--- src/rtl/pipe_add_sub.sv ---
// Pipelined adder/subtractor: the carry chain is cut into STAGES slices, one per stage,
// with skewed operand slices and aligned result slices, and a single global valid/ready stall.
module pipe_add_sub #(
    parameter int unsigned WIDTH  = 16,
    parameter int unsigned STAGES = 4
) (
    input  logic             i_clk,
    input  logic             i_rst_n,
    input  logic             i_valid,
    output logic             o_ready,
    input  logic [WIDTH-1:0] i_a,
    input  logic [WIDTH-1:0] i_b,
    input  logic             i_cin,
    input  logic             i_sub,
    output logic             o_valid,
    input  logic             i_ready,
    output logic [WIDTH-1:0] o_sum,
    output logic             o_carry,
    output logic             o_overflow
);

    localparam int unsigned SW = WIDTH / STAGES;

    if ((STAGES < 1) || (STAGES > WIDTH) || ((WIDTH % STAGES) != 0)) begin : g_bad_params
        $error("pipe_add_sub: WIDTH must be a multiple of STAGES and 1 <= STAGES <= WIDTH");
    end

    // Stage-k inputs: index 0 comes from the ports, index k+1 from stage k's registers.
    logic             w_v   [STAGES];
    logic             w_c   [STAGES];
    logic [WIDTH-1:0] w_a   [STAGES];
    logic [WIDTH-1:0] w_b   [STAGES];
    logic [WIDTH-1:0] w_sum [STAGES];

    logic             r_o_valid;
    logic [WIDTH-1:0] r_o_sum;
    logic             r_o_carry;
    logic             r_o_overflow;

    logic             w_adv;

    // The whole pipeline advances together; a held output freezes every stage.
    assign o_ready = i_ready || !r_o_valid;
    assign w_adv   = o_ready;

    // Subtract is folded in at acceptance so later stages only ever add.
    assign w_v[0]   = i_valid;
    assign w_a[0]   = i_a;
    assign w_b[0]   = i_b ^ {WIDTH{i_sub}};
    assign w_c[0]   = i_cin ^ i_sub;
    assign w_sum[0] = '0;

    for (genvar k = 0; k < STAGES; k++) begin : g_stage
        logic [SW:0]      w_slice;
        logic [WIDTH-1:0] w_sum_nxt;

        // Slice k of the carry chain; lower result slices pass through unchanged.
        always_comb begin
            w_slice   = {1'b0, w_a[k][k*SW +: SW]} + {1'b0, w_b[k][k*SW +: SW]} + (SW+1)'(w_c[k]);
            w_sum_nxt = w_sum[k];
            w_sum_nxt[k*SW +: SW] = w_slice[SW-1:0];
        end

        if (k < STAGES - 1) begin : g_mid
            logic [WIDTH-1:0] w_a_nxt;
            logic [WIDTH-1:0] w_b_nxt;
            logic             r_v;
            logic             r_c;
            logic [WIDTH-1:0] r_a;
            logic [WIDTH-1:0] r_b;
            logic [WIDTH-1:0] r_sum;

            // Only the not-yet-consumed operand slices are skewed forward.
            always_comb begin
                w_a_nxt = '0;
                w_b_nxt = '0;
                for (int unsigned s = k + 1; s < STAGES; s++) begin
                    w_a_nxt[s*SW +: SW] = w_a[k][s*SW +: SW];
                    w_b_nxt[s*SW +: SW] = w_b[k][s*SW +: SW];
                end
            end

            always_ff @(posedge i_clk) begin
                if (!i_rst_n) begin
                    r_v   <= 1'b0;
                    r_c   <= 1'b0;
                    r_a   <= '0;
                    r_b   <= '0;
                    r_sum <= '0;
                end else if (w_adv) begin
                    r_v   <= w_v[k];
                    r_c   <= w_slice[SW];
                    r_a   <= w_a_nxt;
                    r_b   <= w_b_nxt;
                    r_sum <= w_sum_nxt;
                end
            end

            assign w_v[k+1]   = r_v;
            assign w_c[k+1]   = r_c;
            assign w_a[k+1]   = r_a;
            assign w_b[k+1]   = r_b;
            assign w_sum[k+1] = r_sum;
        end else begin : g_last
            // Carry into the MSB is recovered from the MSB sum bit: a ^ b ^ sum.
            always_ff @(posedge i_clk) begin
                if (!i_rst_n) begin
                    r_o_valid    <= 1'b0;
                    r_o_sum      <= '0;
                    r_o_carry    <= 1'b0;
                    r_o_overflow <= 1'b0;
                end else if (w_adv) begin
                    r_o_valid    <= w_v[k];
                    r_o_sum      <= w_sum_nxt;
                    r_o_carry    <= w_slice[SW];
                    r_o_overflow <= w_a[k][WIDTH-1] ^ w_b[k][WIDTH-1]
                                  ^ w_sum_nxt[WIDTH-1] ^ w_slice[SW];
                end
            end
        end
    end

    assign o_valid    = r_o_valid;
    assign o_sum      = r_o_sum;
    assign o_carry    = r_o_carry;
    assign o_overflow = r_o_overflow;

endmodule

--- config.mk ---
export PLATFORM = sky130hd
export DESIGN_NAME = pipe_add_sub
export DESIGN_NICKNAME = d
export VERILOG_FILES = /design/src/rtl/pipe_add_sub.sv
export SDC_FILE = /design/constraint.sdc
export NUM_CORES = 1
export LEC_CHECK = 0
export BUFFER_PORTS_ARGS = -buffer_cell sky130_fd_sc_hd__buf_4
export CORE_UTILIZATION = 57
export CTS_CLUSTER_SIZE = 25
export DETAILED_ROUTE_END_ITERATION = 8
export MAX_ROUTING_LAYER = met4
export PLACE_DENSITY = 0.79
export SYNTH_ARGS = -nofsm -noshare
export SYNTH_HDL_FRONTEND = slang
export SYNTH_SLANG_ARGS = --single-unit
--- constraint.sdc ---
create_clock -name i_clk -period 2.7 [get_ports i_clk]
set_input_delay 0.405 -clock i_clk [delete_from_list [all_inputs] [get_ports i_clk]]
set_output_delay 0.405 -clock i_clk [all_outputs]
set_load 0.02 [all_outputs]
* Word level (Yosys, flattened, before mapping) *
Index checks and enable logic that the tools add are counted.

word-level totals
  input port bits = 38
  bits in writable memories = 0
  register bits = 97
  latch bits = 0
  bits in read-only memories = 0
  word-level logic and storage cells = 34
  memories = 0
  output and inout port bits = 20

operators by class
  add/subtract/negate cells = 8
  div/mod/pow operators = 0
  multiplexer cells = 0
  equal/unequal tests = 0
  multipliers = 0
  reduce and logical (&&, ||, !) cells = 2
  magnitude comparators = 0
  bitwise gates (word level) = 5
  shift-type cells = 0

operator list
  kind              number
  $add 4x4->5       4
  $add 5x1->5       4
  $xor 16x16->16    1
  $xor 1x1->1       4
  $logic_not 1->1   1
  $logic_or 1x1->1  1

* Depth between registers and ports, before layout *
Gate-level depths: netlist of run 1.

  depth in word-level cells = 4
  depth in mapped cells = 8
  mapped depth without buffers = 6

* Least setup slack after synthesis of run 1 *
Ideal clock, no wire load.

  path kind = input to register
  from = input i_sub
  to = register g_stage[0].g_mid.r_c
  path buffers = 2
  setup slack = 0.460 ns
  stages on the path = 8
  library setup time = 0.127 ns
  arrival = 2.113 ns
  required time = 2.573 ns
  cell sequence = buf_4 buf_4 xor2_1 fa_1 fa_1 a21o_1 a21oi_1 a21oi_1

between the ends
  cells in the longest elaborated chain, start to end = 3
  elaborated cells between the ends (all ways) = 4
  classes of those cells = add/sub (2); bitwise (2)

ends and longest elaborated chain
  what                  line  text
  from (decl)           14    input logic i_sub,
  $xor 16x16->16        49    assign w_b[0] = i_b ^ {WIDTH{i_sub}};
  $add 4x4->5           59    w_slice = {1'b0, w_a[k][k*SW +: SW]} + {1'b0, w_b[k][k*SW +: SW]} + (SW+1)'(w_c[k]);
  $add 5x1->5 (*)       59
  to (signal assigned)  92    r_c <= w_slice[SW];
  to (decl)             68    logic r_c;

Every way passes the cells marked *; elsewhere a longest branch is shown, timed or not.
A chain may end at the register's enable or synchronous reset.

* Worst setup path in the final report of run 1 *
  from = register r_o_valid (netlist: o_valid)
  to = output o_ready

between the ends
  cells in the longest elaborated chain, start to end = 2

ends and longest elaborated chain
  what                    line  text
  from (decl)             35    logic r_o_valid;
  from (signal assigned)  113   r_o_valid <= w_v[k];
  $logic_not 1->1         43    assign o_ready = i_ready || !r_o_valid;
  $logic_or 1x1->1        43
  to (decl)               10    output logic o_ready,

No other way between the ends.

==> impl_metrics.ini, run 1 <==
[synth]
synth.most_common_cell = nand2_1
netlist_top_cells_count = nand2_1 (163), dfxtp_1 (97), a21boi_0 (52)
syn_nets = 525
ys_types = 27
synth-async-reset-ratio = 0
yosysTopAreaCellShare = 0.460
yosysTopAreaCell = dfxtp_1
avgSynthCellArea_um2 = 9.05
ys_ff_latch = 97
ys_seq_area_frac = 0.460
synth-warning-count = 0
synth_ff_type = dfxtp_1
synth_area_leaders = dfxtp_1 (46%), nand2_1 (14%), a21boi_0 (9.2%)
synth-edff-count = 0
syn_area_mm2 = 0.00422
synthCells = 467

[clocking]
cts_setup_buffers = 0
cts_max_level = 3
cts_resized = 0
cts.sinks = 97
cts_tree = done
cts_hold_buf = 0
insertion_delay_ns = 0.35
numCtsBuffers = 9
clockBufferDepth = 2
clk_pin_slew_ns = 0.09
clockRootBuffer = clkbuf_8

[place]
dpl_cell_area_mm2 = 0.00463
hpwl_um = 4800
port_buffers = 57
gp_congestion = 0.719

[finish]
fin_nets = 563
diodes = 0
seq_area_mm2 = 0.00194
final_area_mm2 = 0.00483
syn2layout_area_growth_pct = 14.2
layout-drive-gt1-share = 0.155
final_core_util = 0.669
multi_input_area_mm2 = 0.00208
filler_cell_count = 594

[route]
post_drt_via_cell_ratio = 5.19
totalWireLength_um = 7330
drtIter0Drc = 215
ant_nets = 0
route.vias.total = 3161
wire_per_inst_um = 12.0
drc = 0
dr.pass1.iters = 4

[floorplanning]
initial_core_util = 0.586
core_mm2 = 0.00721
dieArea_mm2 = 0.00776
die_w_um = 88.1
rows = 31
fp.dieH_um = 88.1
boundaryPins = 58

[power_and_ir_drop]
internal-power_w = 0.00216
power_leakage_nw = 2.14
p_switching_w = 0.000687
switching_share = 0.242
p_per_area_mw_per_mm2 = 589
p_comb_frac = 0.120
share_seq_of_total_power = 0.555
vdd_drop_max_uv = 334
pwr-share-clk = 0.325

[grt]
overflow = 0
grt_antenna_before_repair = 0
track_usage = 0.211
grt_pass1_wl_um = 12500
grt_max_degree = 92
grt_pass1_vias = 2864

[worst_setup_path]
cp_top_family = buffers and inverters
critPathLaunchType = register
crit_path_top_delay_cell = clkinv_2
startpoint = o_valid
path_class = reg -> out
r2r_slack_ns = 0.81
crit_buf_inv = 2
cp_data_arrival_time_ns = 1.57
rr_startpoint = g_stage[2].g_mid.r_c
cp_max_fo = 35
crit_path_end_kind = output port
path_cells = nor2b_4, clkinv_2, buf_4
critical_path_required_ns = 2.30
worst_path_largest_cell_delay_ns = 0.39

[worst_hold_path]
hp-class = in -> reg
hold_start = i_a[12]

[sta]
worst_hold_slack_ns = 0.299
setup_viol = 0
finalSetupTns_ns = 0
fmax_mhz = 506
relSlewSlack = 0.503
finalHoldViolCount = 0
fin_crit_ns = 1.98
finalCritPeriodShare = 0.732
slew_violations = 0
skew_ns = 0.00959
tightestPinTransition_ns = 0.746
rsz0062_at_grt = false

[flow_run]
max_cap_violations = 0

[outcome]
status = complete, no violations
[sequential cells by signal (all words and copies together), names as in the netlist]
register,cells
o_sum,16
o_overflow,1
o_carry,1
g_stage.g_mid.r_sum,24
o_valid,1
g_stage.g_mid.r_b,24
g_stage.g_mid.r_v,3
g_stage.g_mid.r_c,3
g_stage.g_mid.r_a,24
[worst paths after layout]
path,end,cells past startpoint
setup / recovery,o_ready,3
hold / removal,g_stage[0].g_mid.r_a[12],3
setup reg to reg,o_overflow,6
hold reg to reg,g_stage[1].g_mid.r_b[13],2
[cell type report]
type                    instances  share of cell area
multi-input cells             332               0.430
repair buffers                 61              0.0975
clock inverters                 4              0.0109
well taps                      99              0.0257
flip-flops and latches         97               0.402
clock buffers                  12              0.0301
inverters                       4             0.00337
[metal layers]
layer,track usage,vias up,wire length (um)
met5,-,-,0
met4,0.0880,0,105
met3,0.0311,8,249
met2,0.338,56,3360
met1,0.269,1481,3620
li1,-,1616,-
[worst reg2reg max path: stages, from the launching register on]
cell     delay, ns
dfxtp_1       0.33
fa_1          0.47
fa_1          0.42
a21o_1        0.19
a21oi_2       0.17
xnor2_1       0.14
a21oi_1       0.08
[stage by stage]
step                      total power [W]  std cells  setup slack [ns]
final                             0.00284        609             0.725
after global routing              0.00299        609             0.612
after CTS                         0.00287        609             0.700
after detailed placement          0.00195        593             0.482
after global placement            0.00194        593             0.512
after floorplan                   0.00184        467             0.460
[power groups by stage]
stage               clock [W]  combinational, W  sequential, W
floorplan                   0          0.000229        0.00161
global placement            0          0.000330        0.00161
detailed placement          0          0.000341        0.00161
CTS                  0.000950          0.000344        0.00158
global route          0.00101          0.000390        0.00159
finish               0.000925          0.000340        0.00158
[placed cells by master, fill, tap and decap left out, types with 9 or more instances in the layout]
cell | netlist | routed
xnor2_1 | 17 | 17
a21boi_0 | 52 | 52
clkbuf_8 | 0 | 10
dfxtp_1 | 97 | 97
ha_1 | 12 | 12
a21boi_1 | 19 | 19
o211a_1 | 17 | 17
a21oi_1 | 9 | 9
buf_4 | 13 | 60
nand2_1 | 163 | 163
[logic make-up after synthesis]
group	Yosys count	synth area share
and+or+nand+nor	173	0.161
AOI/OAI and AO/OA	116	0.209
DFF	97	0.460
buffers and inverters	38	0.0489
xor gates and xnor gates	23	0.0477
adders and majority gates	20	0.0735
Power figures use the tool's default switching activity.
==> run 2: changes to the inputs <==
ABC_AREA = 1   (was default)
clock period = 2 ns   (was 2.7 ns; I/O delays follow)
==> impl_metrics.ini, run 2 <==
[floorplanning]
fp.dieH_um = 86.6
core_mm2 = 0.00687
boundaryPins = 58
die_w_um = 86.6
rows = 30
dieArea_mm2 = 0.00749
initial_core_util = 0.593

[synth]
synth_compound_area_frac = 0.157
ys_types = 24
ys_seq_area_frac = 0.476
synth.most_common_cell = nor2_1
synth_xor_area_frac = 0.0387
yosys.area_share.simple = 0.183
avgSynthCellArea_um2 = 8.04
synth-warning-count = 0
synth_top_family_by_area = simple AND/OR/NAND/NOR gates
muxShareOfSynthArea = 0
synth-async-reset-ratio = 0
synthCells = 507
synth_ff_type = dfxtp_1
synth_area_leaders = dfxtp_1 (48%), nor2_1 (13%), o21ai_0 (11%)
ys_ff_latch = 97
yosysTopAreaCell = dfxtp_1
syn_area_mm2 = 0.00408
netlist_top_cells_count = nor2_1 (142), dfxtp_1 (97), o21ai_0 (91)
synthAdderAreaFrac = 0.0761
yosysTopAreaCellShare = 0.476
synth-edff-count = 0
syn_nets = 565

[route]
totalWireLength_um = 7320
drtIter0Drc = 157
post_drt_via_cell_ratio = 4.99
route.vias.total = 3246
drc = 0
dr.pass1.iters = 4
wire_per_inst_um = 11.3
ant_nets = 0

[worst_setup_path]
critical_path_required_ns = 2.31
crit_buf_inv = 1
crit_path_top_delay_cell = fa_1
cp_data_arrival_time_ns = 2.03
cp_top_family = adder cells
cpMostUsedCell = nand2_1
critPathLaunchType = register
cp_max_fo = 3
path_class = reg -> reg
path_cells = fa_1, fa_1, nand2_1, nand2_1, nand2_1, nand2_1, nand3_1, nand2_1, inv_1
crit_path_end_kind = register
worst_path_largest_cell_delay_ns = 0.47

[finish]
fin_nets = 607
seq_area_mm2 = 0.00194
diodes = 0
reg_top3 = g_stage.g_mid.r_a x24, g_stage.g_mid.r_b x24, g_stage.g_mid.r_sum x24
syn2layout_area_growth_pct = 15.9
layout-drive-gt1-share = 0.153
layout.cells.most_common = nor2_1
layout_common_cells = nor2_1 (142), dfxtp_1 (97), o21ai_0 (91)
filler_cell_count = 590
final_core_util = 0.688
multi_input_area_mm2 = 0.00186

[sta]
fin_crit_ns = 1.72
rsz0062_at_grt = false
slew_violations = 0
finalHoldViolCount = 0
fmax_mhz = 581
fin_ws_ns = 0.279
skew_ns = 0.0111
tightestPinTransition_ns = 0.716
relSlewSlack = 0.523
finalCritPeriodShare = 0.860
setup_viol = 0
finalSetupTns_ns = 0

[clocking]
cts_setup_buffers = 0
clk_pin_slew_ns = 0.10
clockBufferDepth = 2
numCtsBuffers = 9
cts_resized = 0
clockRootBuffer = clkbuf_8
cts_tree = done
cts_max_level = 3
cts.sinks = 97
cts_hold_buf = 0
insertion_delay_ns = 0.36

[grt]
overflow = 0
grt_pass1_vias = 3093
grt_max_degree = 98
grt_antenna_before_repair = 0
grt_pass1_wl_um = 13100
track_usage = 0.227

[place]
gp_congestion = 0.853
hpwl_um = 4770
place_ws_ns = 0.153
port_buffers = 57

[flow_run]
max_cap_violations = 0

[power_and_ir_drop]
pwr-share-clk = 0.331
power_w = 0.00396
switching_share = 0.264
internal-power_w = 0.00291
share_seq_of_total_power = 0.546
p_per_area_mw_per_mm2 = 837
p_comb_frac = 0.123
vdd_drop_max_uv = 444
power_leakage_nw = 2.32
p_switching_w = 0.00104

[worst_hold_path]
hp-class = in -> reg

[outcome]
status = complete, no violations
-- run 2: cell types whose count changed in the layout (fill, tap and decap cells not counted), sizes merged, moves of 17 or more --
cell	before	now
o21ai	6	97
inv	3	27
a21boi	71	0
o211a	17	0
nand2	163	28
nor2	1	143
-- run 2: area by class of cell --
class | instances | area share
clock inverters | 7 | 0.0183
clock buffers | 9 | 0.0262
well taps | 96 | 0.0254
inverters | 25 | 0.0201
flip-flops and latches | 97 | 0.411
multi-input cells | 353 | 0.394
repair buffers | 63 | 0.105
-- run 2: final timing paths --
kind	from	end	slack [ns]	cells past startpoint
worst max-delay path	g_stage[2].g_mid.r_c	o_overflow	0.28	9
worst min-delay path	i_a[5]	g_stage[0].g_mid.r_a[5]	0.18	3
worst max register to register	g_stage[2].g_mid.r_c	o_overflow	0.28	9
worst min register to register	g_stage[2].g_mid.r_v	g_stage[2].g_mid.r_v	0.46	2
-- run 2: cell families after synthesis --
group                      Yosys count
AOI/OAI and AO/OA                  126
xor gates and xnor gates            18
adders and majority gates           20
buffers and inverters               57
DFF                                 97
and+or+nand+nor                    189
-- run 2: metrics by stage --
| stage | hold slack (ns) | cells | cell area (um2) |
|---|---|---|---|
| after floorplan | 0.424 | 507 | 4080 |
| after global placement | 0.435 | 634 | 4510 |
| after detailed placement | 0.448 | 634 | 4510 |
| after CTS | 0.165 | 650 | 4720 |
| after global routing | 0.160 | 650 | 4720 |
| final | 0.177 | 650 | 4720 |
-- run 2: routing by layer --
| metal | vias to the layer above | routed length [um] | track usage |
|---|---|---|---|
| li1 | 1726 | - | - |
| met4 | 0 | 108 | 0.0864 |
| met5 | - | 0 | - |
| met1 | 1454 | 3620 | 0.281 |
| met2 | 57 | 3320 | 0.368 |
| met3 | 9 | 277 | 0.0457 |
-- run 2: worst reg2reg max path, delay by kind of cell, from the launching register on --
| kind | cells | cell delay [ns] |
|---|---|---|
| adder cells (fa/ha/maj) | 2 | 0.91 |
| flip-flops | 1 | 0.34 |
| buffers and inverters | 1 | 0.04 |
| AND/OR/NAND/NOR | 6 | 0.38 |
-- run 2: power by group through the flow --
stage	Combinational (W)	Sequential, W	Clock [W]
after floorplan	0.000309	0.00221	0
after global placement	0.000469	0.00220	0
after detailed placement	0.000487	0.00221	0
after CTS	0.000491	0.00216	0.00134
after global routing	0.000564	0.00218	0.00143
final	0.000487	0.00216	0.00131
